`src/rtl/show_result.sv`:
```
// Converts a 32-bit result to four BCD digits and multiplexes them onto a
// four-digit seven-segment display.
// Ports: clk, rst (sync, active-high); value/load in; busy/done/overflow/bcd
// status out; seg (active-low, g..a) and an (active-low, an[0]=units) drive
// the display. Optional macro LEADING_ZERO_BLANK_EN blanks leading zeros.
module show_result #(
  parameter int SCAN_DIV = 50000
) (
  input  logic        clk,
  input  logic        rst,
  input  logic [31:0] value,
  input  logic        load,
  output logic        busy,
  output logic        done,
  output logic        overflow,
  output logic [15:0] bcd,
  output logic [6:0]  seg,
  output logic [3:0]  an
);

  localparam int CW = (SCAN_DIV > 2) ? $clog2(SCAN_DIV) : 1;

  typedef enum logic [1:0] {
    IDLE,
    CONV,
    FIN
  } state_t;

  state_t        state_q, state_d;
  logic [13:0]   bin_q, bin_d;
  logic [15:0]   acc_q, acc_d;
  logic [3:0]    cnt_q, cnt_d;
  logic          ovf_q, ovf_d;
  logic [15:0]   bcd_q, bcd_d;
  logic [CW-1:0] scan_q, scan_d;
  logic [1:0]    idx_q, idx_d;

  logic [15:0]   adj;
  logic [15:0]   shifted;

  // add-3 correction on every nibble before the shift
  always_comb begin
    adj = acc_q;
    for (int i = 0; i < 4; i++) begin
      if (acc_q[4*i +: 4] >= 4'd5)
        adj[4*i +: 4] = acc_q[4*i +: 4] + 4'd3;
    end
    shifted = {adj[14:0], bin_q[13]};
  end

  always_comb begin
    state_d = state_q;
    bin_d   = bin_q;
    acc_d   = acc_q;
    cnt_d   = cnt_q;
    ovf_d   = ovf_q;
    bcd_d   = bcd_q;
    unique case (state_q)
      IDLE: begin
        if (load) begin
          state_d = CONV;
          bin_d   = value[13:0];
          acc_d   = '0;
          cnt_d   = '0;
          ovf_d   = (value > 32'd9999);
        end
      end
      CONV: begin
        acc_d = shifted;
        bin_d = {bin_q[12:0], 1'b0};
        cnt_d = cnt_q + 4'd1;
        if (cnt_q == 4'd13) begin
          state_d = FIN;
          bcd_d   = ovf_q ? 16'hFFFF : shifted;
        end
      end
      FIN: state_d = IDLE;
      default: state_d = IDLE;
    endcase
  end

  always_comb begin
    scan_d = scan_q + CW'(1);
    idx_d  = idx_q;
    if (scan_q == CW'(SCAN_DIV - 1)) begin
      scan_d = '0;
      idx_d  = idx_q + 2'd1;
    end
  end

  always_ff @(posedge clk) begin
    if (rst) begin
      state_q <= IDLE;
      bin_q   <= '0;
      acc_q   <= '0;
      cnt_q   <= '0;
      ovf_q   <= 1'b0;
      bcd_q   <= '0;
      scan_q  <= '0;
      idx_q   <= '0;
    end else begin
      state_q <= state_d;
      bin_q   <= bin_d;
      acc_q   <= acc_d;
      cnt_q   <= cnt_d;
      ovf_q   <= ovf_d;
      bcd_q   <= bcd_d;
      scan_q  <= scan_d;
      idx_q   <= idx_d;
    end
  end

  assign busy     = (state_q == CONV);
  assign done     = (state_q == FIN);
  assign overflow = ovf_q;
  assign bcd      = bcd_q;

  logic [3:0] nib;
  logic       blank;

  always_comb begin
    nib   = 4'h0;
    an    = 4'b1111;
    blank = 1'b0;
    unique case (idx_q)
      2'd0: begin nib = bcd_q[3:0];   an = 4'b1110; end
      2'd1: begin nib = bcd_q[7:4];   an = 4'b1101; end
      2'd2: begin nib = bcd_q[11:8];  an = 4'b1011; end
      2'd3: begin nib = bcd_q[15:12]; an = 4'b0111; end
      default: begin nib = 4'h0; an = 4'b1111; end
    endcase
`ifdef LEADING_ZERO_BLANK_EN
    // a digit is leading only if it and every digit above it are zero
    unique case (idx_q)
      2'd1: blank = (bcd_q[15:4] == 12'h000);
      2'd2: blank = (bcd_q[15:8] == 8'h00);
      2'd3: blank = (bcd_q[15:12] == 4'h0);
      default: blank = 1'b0;
    endcase
`else
    blank = 1'b0;
`endif
  end

  always_comb begin
    seg = 7'b1111111;
    if (!blank) begin
      unique case (nib)
        4'h0: seg = 7'b1000000;
        4'h1: seg = 7'b1111001;
        4'h2: seg = 7'b0100100;
        4'h3: seg = 7'b0110000;
        4'h4: seg = 7'b0011001;
        4'h5: seg = 7'b0010010;
        4'h6: seg = 7'b0000010;
        4'h7: seg = 7'b1111000;
        4'h8: seg = 7'b0000000;
        4'h9: seg = 7'b0010000;
        4'hF: seg = 7'b0111111;
        default: seg = 7'b1111111;
      endcase
    end
  end

endmodule

```
`config.mk`:
```
export PLATFORM = sky130hd
export DESIGN_NAME = show_result
export DESIGN_NICKNAME = d
export VERILOG_FILES = /design/src/rtl/show_result.sv
export SDC_FILE = /design/constraint.sdc
export NUM_CORES = 1
export LEC_CHECK = 0
export BUFFER_PORTS_ARGS = -buffer_cell sky130_fd_sc_hd__clkbuf_2
export CAP_MARGIN = 20
export CORE_AREA = 2 2 81 90
export CTS_BUF_LIST = sky130_fd_sc_hd__clkbuf_4 sky130_fd_sc_hd__clkbuf_8
export CTS_CLUSTER_SIZE = 12
export DETAILED_ROUTE_END_ITERATION = 10
export DIE_AREA = 0 0 83 92
export MAX_ROUTING_LAYER = met4
export PLACE_DENSITY_LB_ADDON = 0.15
export SETUP_SLACK_MARGIN = 0.5
export SYNTH_ARGS = -nofsm -noshare
export SYNTH_HDL_FRONTEND = slang
export SYNTH_SLANG_ARGS = --single-unit
```
`constraint.sdc`:
```
create_clock -name clk -period 1.8 [get_ports clk]
set_input_delay 0.36 -clock clk [delete_from_list [all_inputs] [get_ports clk]]
set_output_delay 0.36 -clock clk [all_outputs]
set_load 0.03 [all_outputs]
```
# Word level (Yosys, flattened, before mapping)

Memory sizes are Yosys's and may differ from the RTL's.
Cells that the tools add are included.

Word-level logic and storage cells: 54
Memory bits (read-only): 112
Input bits: 35
Register bits after elaboration: 71
Memories: 1

Memories:

| memory           | words | width | read ports | clocked after memory_dff | wr ports | RTL line | RTL |
|---|---|---|---|---|---|---|---|
| (name not given) | 16    | 7     | 1          | 0                        | 0        | 148      | `unique case (nib)` |

Equal/unequal tests: 9
Multiplexer cells: 16
Add/sub/neg operators: 7
$lt $le $gt $ge: 5
Reductions and logical operators: 8

Operators with widths:

| kind                                                              | number |
|---|---|
| > comparator 32 x 14 -> 1 bit, second input constant              | 1 |
| 2-to-1 mux 16 bit                                                 | 2 |
| case mux 16 bit (2 select lines)                                  | 1 |
| case mux 4 bit (4 select lines)                                   | 2 |
| case mux 14 bit (2 select lines)                                  | 1 |
| adder 16 x 1 -> 16 bit, second input constant                     | 1 |
| == test 16 bit, second input constant                             | 1 |
| greater-or-equal comparator 4 x 3 -> 1 bit, second input constant | 4 |
| 2-to-1 mux 4 bit                                                  | 4 |
| 2-to-1 mux 14 bit                                                 | 1 |
| adder 4 x 2 -> 4 bit, second input constant                       | 3 |
| case mux 4 bit (2 select lines)                                   | 1 |
| AND reduction 2 bit                                               | 4 |
| == test 2 bit, second input constant                              | 3 |
| adder 4 x 1 -> 4 bit, second input constant                       | 1 |
| == test 2 x 1 -> 1 bit, second input constant                     | 2 |
| == test 4 bit, second input constant                              | 1 |
| logical NOT 2 bit                                                 | 2 |
| 2-to-1 mux 2 bit                                                  | 2 |
| case mux 2 bit (2 select lines)                                   | 1 |
| adder 3 x 2 -> 3 bit, second input constant                       | 1 |
| 2-to-1 mux 3 bit                                                  | 1 |
| adder 2 x 1 -> 2 bit, second input constant                       | 1 |
| != test 2 x 1 -> 1 bit, second input constant                     | 1 |
| 3 further kinds                                                   | 3 |

# Depth between registers and ports, before layout

Depth in word-level cells: 3
Depth in mapped cells: 8
Gate-level depth less buffers: 7

# Worst setup path after synthesis

No wires, ideal clock.

Path kind: register to output
Start point: register idx_q[0]
End point: output port seg[6]
Required time: 1.440 ns
Buffers on the path: 0
Stages on the path, launching flop included: 8
Slack: -0.683 ns
Arrival: 2.123 ns
Cells stage by stage: dfxtp_1 -> inv_1 -> ha_1 -> inv_2 -> mux2_4 -> a211o_2 -> o21ai_2 -> xor2_1

Word-level cells in the longest chain between the ends: 3
Elaborated cells on any way between the ends: 6

Ends and longest elaborated chain:

| what                                  | RTL line | RTL |
|---|---|---|
| start: declaration                    | 36       | `logic [1:0] idx_q, idx_d;` |
| start signal: assignment              | 109      | `idx_q <= idx_d;` |
| == test 2 bit (tied with other cells) | 125      | `unique case (idx_q)` |
| case mux 4 bit (4 select lines) *     | 125      |  |
| memory (16 x 7 bit) *                 | --       |  |
| end: declaration                      | 17       | `output logic [6:0] seg,` |

Every way passes the cells marked *; elsewhere a longest branch is shown, timed or not.

# Final worst setup path

Start point: register idx_q[0]
End point: output port seg[4]

The elaborated chain is that of the path after synthesis.

==> flow_summary.json <==
{
  "grt_start_max_net_pins": 56,
  "clk_pin_slew_ns": 0.07,
  "worst_slack_ns": -0.988,
  "p_comb_share_pct": 13.2,
  "num-nets-final": 618,
  "finalWirelength_mm": 16.8,
  "wl_per_cell_microns": 25.6,
  "crit_required_ns": 1.44,
  "syn_inst": 423,
  "synth_seq_cells": 71,
  "run_status": "finished, violations left",
  "dr.pass1.iters": 5,
  "port_buffers": 64,
  "core_area_sq_um": 6850,
  "drv_cap": 0,
  "violations": "negative setup slack",
  "drc": 0,
  "avgSynthCellArea_sq_um": 8.07,
  "p_sw_w": 0.000931,
  "met3_usage_pct": 6.30,
  "use_met1_pct": 29.2,
  "async_reset_ff_share_pct": 0,
  "setup_tns_ns": -6.10,
  "arrival_ns": 2.43,
  "busiest_layer": "met2",
  "die_h_microns": 92,
  "syn-num-nets": 473,
  "synth.top_cell.area_share_pct": 41.6,
  "syn_to_final_growth_pct": 85.6,
  "place_congestion": 0.923,
  "ys_warn_count": 0,
  "timing.fmax_ghz": 0.359,
  "worstSetupStartpointType": "flop",
  "yosysSeqAreaShare_pct": 41.6,
  "yosys.area.top_type": "dfxtp_1",
  "multi_input_area_sq_um": 2880,
  "root_buffer": "clkbuf_8",
  "grt_use_total_pct": 29.4,
  "filler_cell_count": 204,
  "critPathCaptureType": "output port",
  "drt_iter0_drc": 439,
  "finClkSkew_ns": 0.0168,
  "crit_fanout": 5,
  "ioPinCount": 65,
  "report.final.slew_viol_count": 0,
  "pwr-share-clk_pct": 41.3,
  "clockBufferDepth": 2,
  "fin_crit_ns": 2.79,
  "setup_viol": 7,
  "p_leak_nw": 2.45,
  "ant_nets": 0,
  "clock_sinks": 71,
  "max-slew-margin-rel_pct": 64.2,
  "final-hold-violation-count": 0,
  "vdd_drop_max_uv": 685,
  "dieArea_sq_um": 7640,
  "grt_pass1_vias": 3626,
  "num_vias": 4333,
  "cts_made_buffers": 9,
  "synth_area_leaders": "dfxtp_1, nor2_1, ha_1, a21oi_1, xnor2_1",
  "vias_per_cell": 6.59,
  "synth_area_sq_um": 3410,
  "power_density_nw_per_um2": 573,
  "diodes": 0,
  "die_x_microns": 83,
  "swShare_pct": 25.7,
  "clk_latency_ns": 0.36,
  "tritoncts": "yes",
  "synth.distinct_cells": 45,
  "ys.flop_type": "dfxtp_1",
  "place_area_sq_um": 4220,
  "hold_path_class": "in2reg",
  "hold_slack_ns": 0.258,
  "seq_area_sq_um": 1510,
  "period_share_pct": 155,
  "grt_pass1_wl_mm": 17.4,
  "place.detailed.hpwl_mm": 6.02,
  "critical_path_class": "reg2out",
  "use_met2_pct": 51.5,
  "worst_pin_slew_ns": 0.537,
  "initial_utilization_pct": 49.9,
  "antenna_found_initial": 0,
  "p_seq_share_pct": 45.5,
  "hold_buffers": 0,
  "postLayoutCellArea_sq_um": 6340,
  "synth_edf_count": 0,
  "drive_above_1_share_pct": 63.4,
  "grt_overflow_total": 0,
  "rows": 32,
  "rsz0062_at_grt": "true",
  "p_int_w": 0.00270,
  "htreeDepth": 3
}
[cells in the mapped netlist (7+ instances only)]
library cell and n:
nor2_1 98, dfxtp_1 71, a21oi_1 27, nand2_1 23
nand3_1 21, inv_1 18, nor4_1 18, clkbuf_1 17
ha_1 15, xnor2_1 13, nand2b_1 8, o22ai_1 8
xor2_1 8, nor2b_1 7, nor3b_1 7, o21ai_0 7
[power by group through the flow]
stage	clock, W	sequential (W)	combinational [W]
after CTS	0.00148	0.00164	0.000308
final	0.00150	0.00165	0.000479
after global placement	0	0.00168	0.000258
after global routing	0.00156	0.00165	0.000501
after detailed placement	0	0.00168	0.000262
after floorplan	0	0.00168	0.000166
[state kept, by name, summed over array words and instances, names as in the netlist]
| name | count |
|---|---|
| overflow | 1 |
| cnt_q | 4 |
| acc_q | 16 |
| state_q | 2 |
| bcd | 16 |
| bin_q | 14 |
| scan_q | 16 |
| idx_q | 2 |
[path summary, 6_finish.rpt]
| kind | from | end | slack [ns] | depth (start not counted) |
|---|---|---|---|---|
| setup / recovery | idx_q[0]$_SDFFE_PP0P_ | seg[4] | -0.99 | 8 |
| hold / removal | value[0] | bin_q[0]$_SDFFE_PP0P_ | 0.26 | 3 |
| setup reg to reg | acc_q[5]$_SDFFE_PP0P_ | bcd[6]$_SDFFE_PP0P_ | 0.11 | 7 |
| hold reg to reg | scan_q[0]$_SDFF_PP0_ | scan_q[0]$_SDFF_PP0_ | 0.45 | 1 |
[layer usage]
layer	share of wire [%]	routed length (microns)	vias up
met4	9.6	1620	0
met2	48	8070	376
li1	-	-	1769
met3	8.7	1460	163
met5	0	0	-
met1	34	5680	2025
[per-stage QoR]
stage	cells	setup WS (ns)	util, %	total power (W)
3_5_place_dp	591	-0.448	61.6	0.00194
2_1_floorplan	423	-0.303	-	0.00185
3_3_place_gp	591	-0.399	61.6	0.00194
5_1_grt	658	-0.974	92.5	0.00372
6_report	658	-0.988	92.5	0.00363
4_1_cts	631	-0.692	79.2	0.00343
[cells in the final DEF, fill, tap and decap left out, types with 6 or more instances in the layout]
cell      Yosys  layout
nor2_1       98      70
buf_4         0      48
buf_6         0      37
clkbuf_2      0      34
dfxtp_1      71      30
dfxtp_2       0      27
buf_8         0      24
nor2_4        0      19
nand2_1      23      17
nand3_1      21      17
ha_4          0      14
dfxtp_4       0      14
clkbuf_8      0      14
nor4_1       18      13
a21oi_2       1      11
inv_4         0      10
a21oi_1      27      10
nor2_2        0       9
a21oi_4       0       7
nand2b_4      0       6
xnor2_1      13       6
[logic make-up (layout without fill, tap and decap cells)]
group	after synthesis	after routing	share of synthesized area, %
muxes	7	7	2.24
and+or+nand+nor	201	201	27.8
adders and majority gates	15	15	5.50
DFF	71	71	41.6
AOI/OAI and AO/OA	69	69	13.1
xor gates and xnor gates	21	21	5.39
buffers and inverters	39	189	4.40
[final cells by class]
class | instances | area share, %
inverter | 19 | 1.64
clock buffer | 13 | 2.63
multi-input combinational | 313 | 45.4
tap | 85 | 1.68
sequential | 71 | 23.8
timing repair buffer | 154 | 23.9
clock inverter | 3 | 1.03
[timing repair]
action / in CTS / in global routing
setup endpoints to repair: 91 / 94
setup buffers: 22 / 23
resized for setup: 203 / 181
cloned: 2 / 4
pin swaps: 31 / 63
[critical path, stage by stage (launching register included)]
cell,delay (ns)
dfxtp_4,0.39
inv_4,0.06
ha_4,0.17
a222oi_1,0.41
buf_4,0.22
a21oi_4,0.08
buf_4,0.19
o211ai_1,0.32
buf_4,0.23
Note: power is estimated with default switching activity, not from simulation.
